File: src/rtl/digit_serial_addsub32_if.sv
// Operand/result bundle for digit_serial_addsub32: start/ready/done handshake plus
// operands and registered result. The requester uses the master modport.
interface digit_serial_addsub32_if #(
  parameter int WIDTH = 32
) ();
  logic             start;
  logic [WIDTH-1:0] a;
  logic [WIDTH-1:0] b;
  logic             cin;
  logic             sub;
  logic             ready;
  logic             done;
  logic [WIDTH-1:0] sum;
  logic             cout;
  logic             OF;

  modport master (
    output start, a, b, cin, sub,
    input  ready, done, sum, cout, OF
  );

  modport slave (
    input  start, a, b, cin, sub,
    output ready, done, sum, cout, OF
  );
endinterface

File: src/rtl/digit_serial_addsub32.sv
// Digit-serial WIDTH-bit adder/subtractor, DIGIT_W bits per clock, IDLE/RUN/DONE handshake.
// Optional macro ADDSUB_SATURATE_EN clamps the sum to the signed limit on overflow.
module digit_serial_addsub32 #(
  parameter int WIDTH   = 32,
  parameter int DIGIT_W = 8
) (
  input  logic                  clk,
  input  logic                  rst,
  digit_serial_addsub32_if.slave bus
);
  localparam int N     = WIDTH / DIGIT_W;
  localparam int CNT_W = (N > 1) ? $clog2(N) : 1;
  localparam logic [CNT_W-1:0] LAST_DIGIT = CNT_W'(N - 1);

  typedef enum logic [1:0] {
    IDLE = 2'd0,
    RUN  = 2'd1,
    DONE = 2'd2
  } state_t;

  state_t             state_r;
  state_t             state_next_s;
  logic [WIDTH-1:0]   a_r;
  logic [WIDTH-1:0]   b_r;
  logic               carry_r;
  logic [CNT_W-1:0]   cnt_r;
  logic [WIDTH-1:0]   sum_r;
  logic               cout_r;
  logic               of_r;
  logic               ready_r;
  logic               done_r;

  int                 idx_s;
  logic [DIGIT_W-1:0] a_dig_s;
  logic [DIGIT_W-1:0] b_dig_s;
  logic [DIGIT_W:0]   dsum_s;
  logic               msb_cin_s;
  logic               of_s;
  logic               last_s;
  logic [WIDTH-1:0]   wrap_sum_s;
  logic [WIDTH-1:0]   sum_next_s;

  // Digit adder: current digit of the latched operands plus the running carry.
  always_comb begin
    idx_s      = int'(cnt_r) * DIGIT_W;
    a_dig_s    = a_r[idx_s +: DIGIT_W];
    b_dig_s    = b_r[idx_s +: DIGIT_W];
    dsum_s     = {1'b0, a_dig_s} + {1'b0, b_dig_s} + {{DIGIT_W{1'b0}}, carry_r};
    // Carry into the digit MSB recovered from the sum bit; meaningful on the last digit only.
    msb_cin_s  = a_dig_s[DIGIT_W-1] ^ b_dig_s[DIGIT_W-1] ^ dsum_s[DIGIT_W-1];
    of_s       = msb_cin_s ^ dsum_s[DIGIT_W];
    last_s     = (cnt_r == LAST_DIGIT);
    wrap_sum_s = sum_r;
    wrap_sum_s[idx_s +: DIGIT_W] = dsum_s[DIGIT_W-1:0];
  end

`ifdef ADDSUB_SATURATE_EN
  // Clamp toward the sign of A when the final digit overflows.
  always_comb begin
    sum_next_s = wrap_sum_s;
    if (last_s && of_s) begin
      sum_next_s = a_r[WIDTH-1] ? {1'b1, {(WIDTH-1){1'b0}}} : {1'b0, {(WIDTH-1){1'b1}}};
    end else begin
      sum_next_s = wrap_sum_s;
    end
  end
`else
  // Wrapped modulo-2^WIDTH result.
  always_comb begin
    sum_next_s = wrap_sum_s;
  end
`endif

  // Next-state logic.
  always_comb begin
    state_next_s = state_r;
    case (state_r)
      IDLE: begin
        if (bus.start) begin
          state_next_s = RUN;
        end else begin
          state_next_s = IDLE;
        end
      end
      RUN: begin
        if (last_s) begin
          state_next_s = DONE;
        end else begin
          state_next_s = RUN;
        end
      end
      DONE:    state_next_s = IDLE;
      default: state_next_s = IDLE;
    endcase
  end

  // State register.
  always_ff @(posedge clk) begin
    if (rst) begin
      state_r <= IDLE;
    end else begin
      state_r <= state_next_s;
    end
  end

  // Operand latch, digit datapath and registered handshake outputs.
  always_ff @(posedge clk) begin
    if (rst) begin
      a_r     <= {WIDTH{1'b0}};
      b_r     <= {WIDTH{1'b0}};
      carry_r <= 1'b0;
      cnt_r   <= {CNT_W{1'b0}};
      sum_r   <= {WIDTH{1'b0}};
      cout_r  <= 1'b0;
      of_r    <= 1'b0;
      ready_r <= 1'b1;
      done_r  <= 1'b0;
    end else begin
      ready_r <= (state_next_s == IDLE);
      done_r  <= (state_next_s == DONE);
      case (state_r)
        IDLE: begin
          if (bus.start) begin
            a_r     <= bus.a;
            b_r     <= bus.sub ? ~bus.b : bus.b;
            carry_r <= bus.sub ? 1'b1 : bus.cin;
            cnt_r   <= {CNT_W{1'b0}};
          end
        end
        RUN: begin
          sum_r   <= sum_next_s;
          carry_r <= dsum_s[DIGIT_W];
          cnt_r   <= cnt_r + CNT_W'(1);
          if (last_s) begin
            cout_r <= dsum_s[DIGIT_W];
            of_r   <= of_s;
          end
        end
        default: begin
        end
      endcase
    end
  end

  assign bus.ready = ready_r;
  assign bus.done  = done_r;
  assign bus.sum   = sum_r;
  assign bus.cout  = cout_r;
  assign bus.OF    = of_r;
endmodule
File: src/flat_wrapper.sv
// flat-port wrapper written by rule: the top's interface ports become plain ports
module digit_serial_addsub32_flat 
#(
  parameter int WIDTH   = 32,
  parameter int DIGIT_W = 8
)
  (clk, rst, bus_start, bus_a, bus_b, bus_cin, bus_sub, bus_ready, bus_done, bus_sum, bus_cout, bus_OF);
  digit_serial_addsub32_if #(.WIDTH(WIDTH)) bus_i ();
  input  logic clk;
  input  logic rst;
  input wire logic [$bits(bus_i.start)-1:0] bus_start;
  input wire logic [$bits(bus_i.a)-1:0] bus_a;
  input wire logic [$bits(bus_i.b)-1:0] bus_b;
  input wire logic [$bits(bus_i.cin)-1:0] bus_cin;
  input wire logic [$bits(bus_i.sub)-1:0] bus_sub;
  output wire logic [$bits(bus_i.ready)-1:0] bus_ready;
  output wire logic [$bits(bus_i.done)-1:0] bus_done;
  output wire logic [$bits(bus_i.sum)-1:0] bus_sum;
  output wire logic [$bits(bus_i.cout)-1:0] bus_cout;
  output wire logic [$bits(bus_i.OF)-1:0] bus_OF;
  assign bus_i.start = bus_start;
  assign bus_i.a = bus_a;
  assign bus_i.b = bus_b;
  assign bus_i.cin = bus_cin;
  assign bus_i.sub = bus_sub;
  assign bus_ready = bus_i.ready;
  assign bus_done = bus_i.done;
  assign bus_sum = bus_i.sum;
  assign bus_cout = bus_i.cout;
  assign bus_OF = bus_i.OF;
  digit_serial_addsub32 #(.WIDTH(WIDTH), .DIGIT_W(DIGIT_W)) u_core (.clk(clk), .rst(rst), .bus(bus_i));
endmodule
File: config.mk
export PLATFORM = sky130hd
export DESIGN_NAME = digit_serial_addsub32_flat
export DESIGN_NICKNAME = d
export VERILOG_FILES = /design/src/rtl/digit_serial_addsub32_if.sv /design/src/rtl/digit_serial_addsub32.sv /design/src/flat_wrapper.sv
export SDC_FILE = /design/constraint.sdc
export NUM_CORES = 1
export LEC_CHECK = 0
export BUFFER_PORTS_ARGS = -buffer_cell sky130_fd_sc_hd__buf_4
export CAP_MARGIN = 20
export CORE_MARGIN = 4
export CORE_UTILIZATION = 23
export DETAILED_ROUTE_END_ITERATION = 10
export HOLD_SLACK_MARGIN = 0.06
export MAX_ROUTING_LAYER = met4
export PLACE_DENSITY = 0.38
export SYNTH_ARGS = -nofsm -noshare
export SYNTH_HDL_FRONTEND = slang
export SYNTH_SLANG_ARGS = --single-unit
File: constraint.sdc
create_clock -name clk -period 4.8 [get_ports clk]
set_clock_uncertainty 0.05 [all_clocks]
set_input_delay 0.96 -clock clk [delete_from_list [all_inputs] [get_ports clk]]
set_output_delay 0.96 -clock clk [all_outputs]
set_load 0.01 [all_outputs]
==> flow_summary.ini <==
[setup_path]
crit_arrival_ps = 3720
end_kind = flip-flop
slowest_stage = dfxtp_1
crit_path_cell_trace = mux4_2 -> fa_1 -> fa_1 -> a211oi_1 -> o211ai_1 -> a21oi_1 -> xnor2_1 -> a311oi_1
required_ps = 5010
start_kind = flip-flop
path_delay_family = compound AO/OA/AOI/OAI gates
reg2reg_depth = 8
cp_common_cell = fa_1
crit_type = reg2reg
startpoint = u_core.cnt_r[0]$_SDFFE_PP0P_
worstPathMaxFanout = 10
ff2ff_setup_slack_ps = 1300
r2r_end = u_core.bus.OF$_SDFFE_PP0P_
cp_num_cells = 8
rr_startpoint = u_core.cnt_r[0]$_SDFFE_PP0P_
cp.buffers_inverters = 0
critPathCapture = u_core.bus.OF$_SDFFE_PP0P_
max_stage_delay_ps = 780

[global_routing]
grt_start_max_net_pins = 110
track_usage = 0.1263
overflow = 0
grt_pass1_wl_mm = 21.56
grt_pass1_vias = 3903
antenna_found_initial = 0

[route]
drtAntennaViolNets = 0
firstDrtPassIters = 6
wl_per_cell_microns = 16.19
drt_iter0_drc = 192
drc = 0
num_vias = 3811
avgViaCountPerCell = 4.494
wl_mm = 13.73

[place]
dp_worst_setup_slack_ps = 1254
routabilityCongestion = 0.7681
placedCellCount = 832
hpwl_mm = 10.26
placement.io_buffers = 104

[clock_network]
clock_sinks = 105
insertion_delay_ps = 350
numCtsBuffers = 9
cts_root_buf = clkbuf_16
cts_htree_levels = 3
clk_pin_slew_ps = 70
post_cts_resized = 0
post_cts_buffers = 0
cts_hold_buf = 0
tritoncts = built
cts.path.max_buffers = 2

[layout]
area_growth_pct = 29.13
layout-drive-gt1-share = 0.2590
fin_cells = 848
nNetsFinal = 663
n_antenna_cell = 0

[synthesis]
seq_area_frac_synth = 0.4493
synth_area_sq_um = 4678
ys_types = 35
synth_ff_type = dfxtp_1
synth_warnings = 0
syn_nets = 577
synthCells = 493
ys_async_sr_fraction = 0
syn_avg_cell_area_sq_um = 9.489
synth_edf_count = 0
ys_ff_latch = 105

[die]
die_y_microns = 150.6
initial_core_util = 0.2373
die_w_microns = 150.6
rows = 51
core_sq_um = 19720
die-area_sq_um = 22690
ios = 105

[sta]
setup_violations = 0
setup_tns_ps = 0
layout_worst_path_cycle_share = 0.7301
drv_slew = 0
rsz0062_at_grt = false
period_minus_slack_ps = 3505
hold_slack_ps = 404.7
fin_ws_ps = 1295
fmax_mhz = 285.3
tightest_slew_ps = 883.6
relSlewSlack = 0.4094
final_hold_viol_count = 0

[run]
cap_violations = 0

[hold_path]
hold_path.class = reg2reg

[run_status]
outcome = finished clean

[power]
powerDensity_nw_per_um2 = 340.4
cellLeakagePower_nw = 2.316
vdd_ir_drop_max_uv = 200.8
p_total_w = 0.002056
-- registers in the layout (all words and copies together), names as in the netlist --
signal,cells
u_core.a_r,32
u_core.b_r,32
u_core.bus.sum,32
u_core.cnt_r,2
u_core.state_r,2
u_core.bus.OF,1
u_core.bus.cout,1
u_core.bus.done,1
u_core.bus.ready,1
u_core.carry_r,1
-- how the worst min path moves through the flow --
stage | start | end | depth (start not counted)
3_3_place_gp | u_core.a_r[13]$_SDFFE_PP0P_ | u_core.a_r[13]$_SDFFE_PP0P_ | 2
4_1_cts | u_core.a_r[5]$_SDFFE_PP0P_ | u_core.a_r[5]$_SDFFE_PP0P_ | 2
3_5_place_dp | u_core.a_r[5]$_SDFFE_PP0P_ | u_core.a_r[5]$_SDFFE_PP0P_ | 2
5_1_grt | u_core.a_r[2]$_SDFFE_PP0P_ | u_core.a_r[2]$_SDFFE_PP0P_ | 2
2_1_floorplan | u_core.a_r[16]$_SDFFE_PP0P_ | u_core.a_r[16]$_SDFFE_PP0P_ | 2
6_report | u_core.a_r[14]$_SDFFE_PP0P_ | u_core.a_r[14]$_SDFFE_PP0P_ | 2
-- kinds of logic (layout without fill, tap and decap cells) --
group                    Yosys count  after routing  share of synthesized area
AO/OA/AOI/OAI                    121            121                     0.1760
XOR/XNOR                          39             39                    0.07301
adder cells (fa/ha/maj)           15             15                    0.04333
buffers and inverters             38            128                    0.03209
flip-flops                       105            105                     0.4493
multiplexers                      16             16                    0.07703
AND/OR/NAND/NOR                  159            159                     0.1492
-- layout by cell type, fill, tap and decap left out, types with 3 or more instances in the layout --
cell / synthesis / routed
buf_4: 0 / 108
xor2_1: 4 / 4
o21ai_0: 7 / 7
a22oi_1: 28 / 28
clkbuf_16: 0 / 9
ha_1: 13 / 13
a21oi_1: 40 / 40
nand3b_1: 4 / 4
inv_1: 3 / 3
xnor2_1: 35 / 35
a211oi_1: 33 / 33
mux4_2: 16 / 16
nand2_1: 74 / 74
dfxtp_1: 105 / 105
nor2_1: 66 / 66
nand2b_1: 6 / 6
-- synthesized netlist by cell type, drive strengths merged, types with 4 or more instances --
library cell | number | area (sq um)
a22oi | 28 | 210.2
buf | 10 | 45.04
nor2 | 66 | 247.7
a211oi | 34 | 260.3
mux4 | 16 | 360.4
nand2b | 6 | 37.54
clkbuf | 25 | 93.84
xnor2 | 35 | 306.5
ha | 13 | 162.7
o21ai | 7 | 35.03
nand2 | 74 | 277.8
a21oi | 41 | 209.0
xor2 | 4 | 35.03
nand3b | 4 | 30.03
dfxtp | 105 | 2102
-- report_power, final --
| group | total (W) | internal [W] | switching [W] |
|---|---|---|---|
| Clock | 0.000752 | 0.000420 | 0.000333 |
| Combinational | 0.000351 | 0.000158 | 0.000193 |
| Sequential | 0.000953 | 0.000919 | 0.0000335 |
-- area by class of cell --
type	count	area (sq um)
Fill cell	2053	13680
Clock buffer	10	239.0
Sequential cell	105	2102
Multi-Input combinational cell	350	2427
Inverter	3	11.26
Timing Repair Buffer	110	865.8
Tap cell	265	331.6
Clock inverter	5	63.81
-- metal layers --
| metal | vias up | part of all wire | GRT usage |
|---|---|---|---|
| li1 | 1902 | - | - |
| met4 | 0 | 0.010 | 0.03128 |
| met2 | 99 | 0.46 | 0.1960 |
| met3 | 9 | 0.040 | 0.02348 |
| met1 | 1801 | 0.49 | 0.1708 |
| met5 | - | 0 | - |
-- through the flow --
stage,area (sq um),util
6_report,6041,0.3064
4_1_cts,6013,0.3050
3_5_place_dp,5710,0.2896
5_1_grt,6041,0.3064
3_3_place_gp,5683,0.2882
2_1_floorplan,4678,-
-- tightest hold or removal path, cell delays in order (launching register included) --
cell,delay (ps)
dfxtp_1,310
nand2_1,50
a21oi_1,50
No activity file was read; power rests on OpenSTA's default activity.
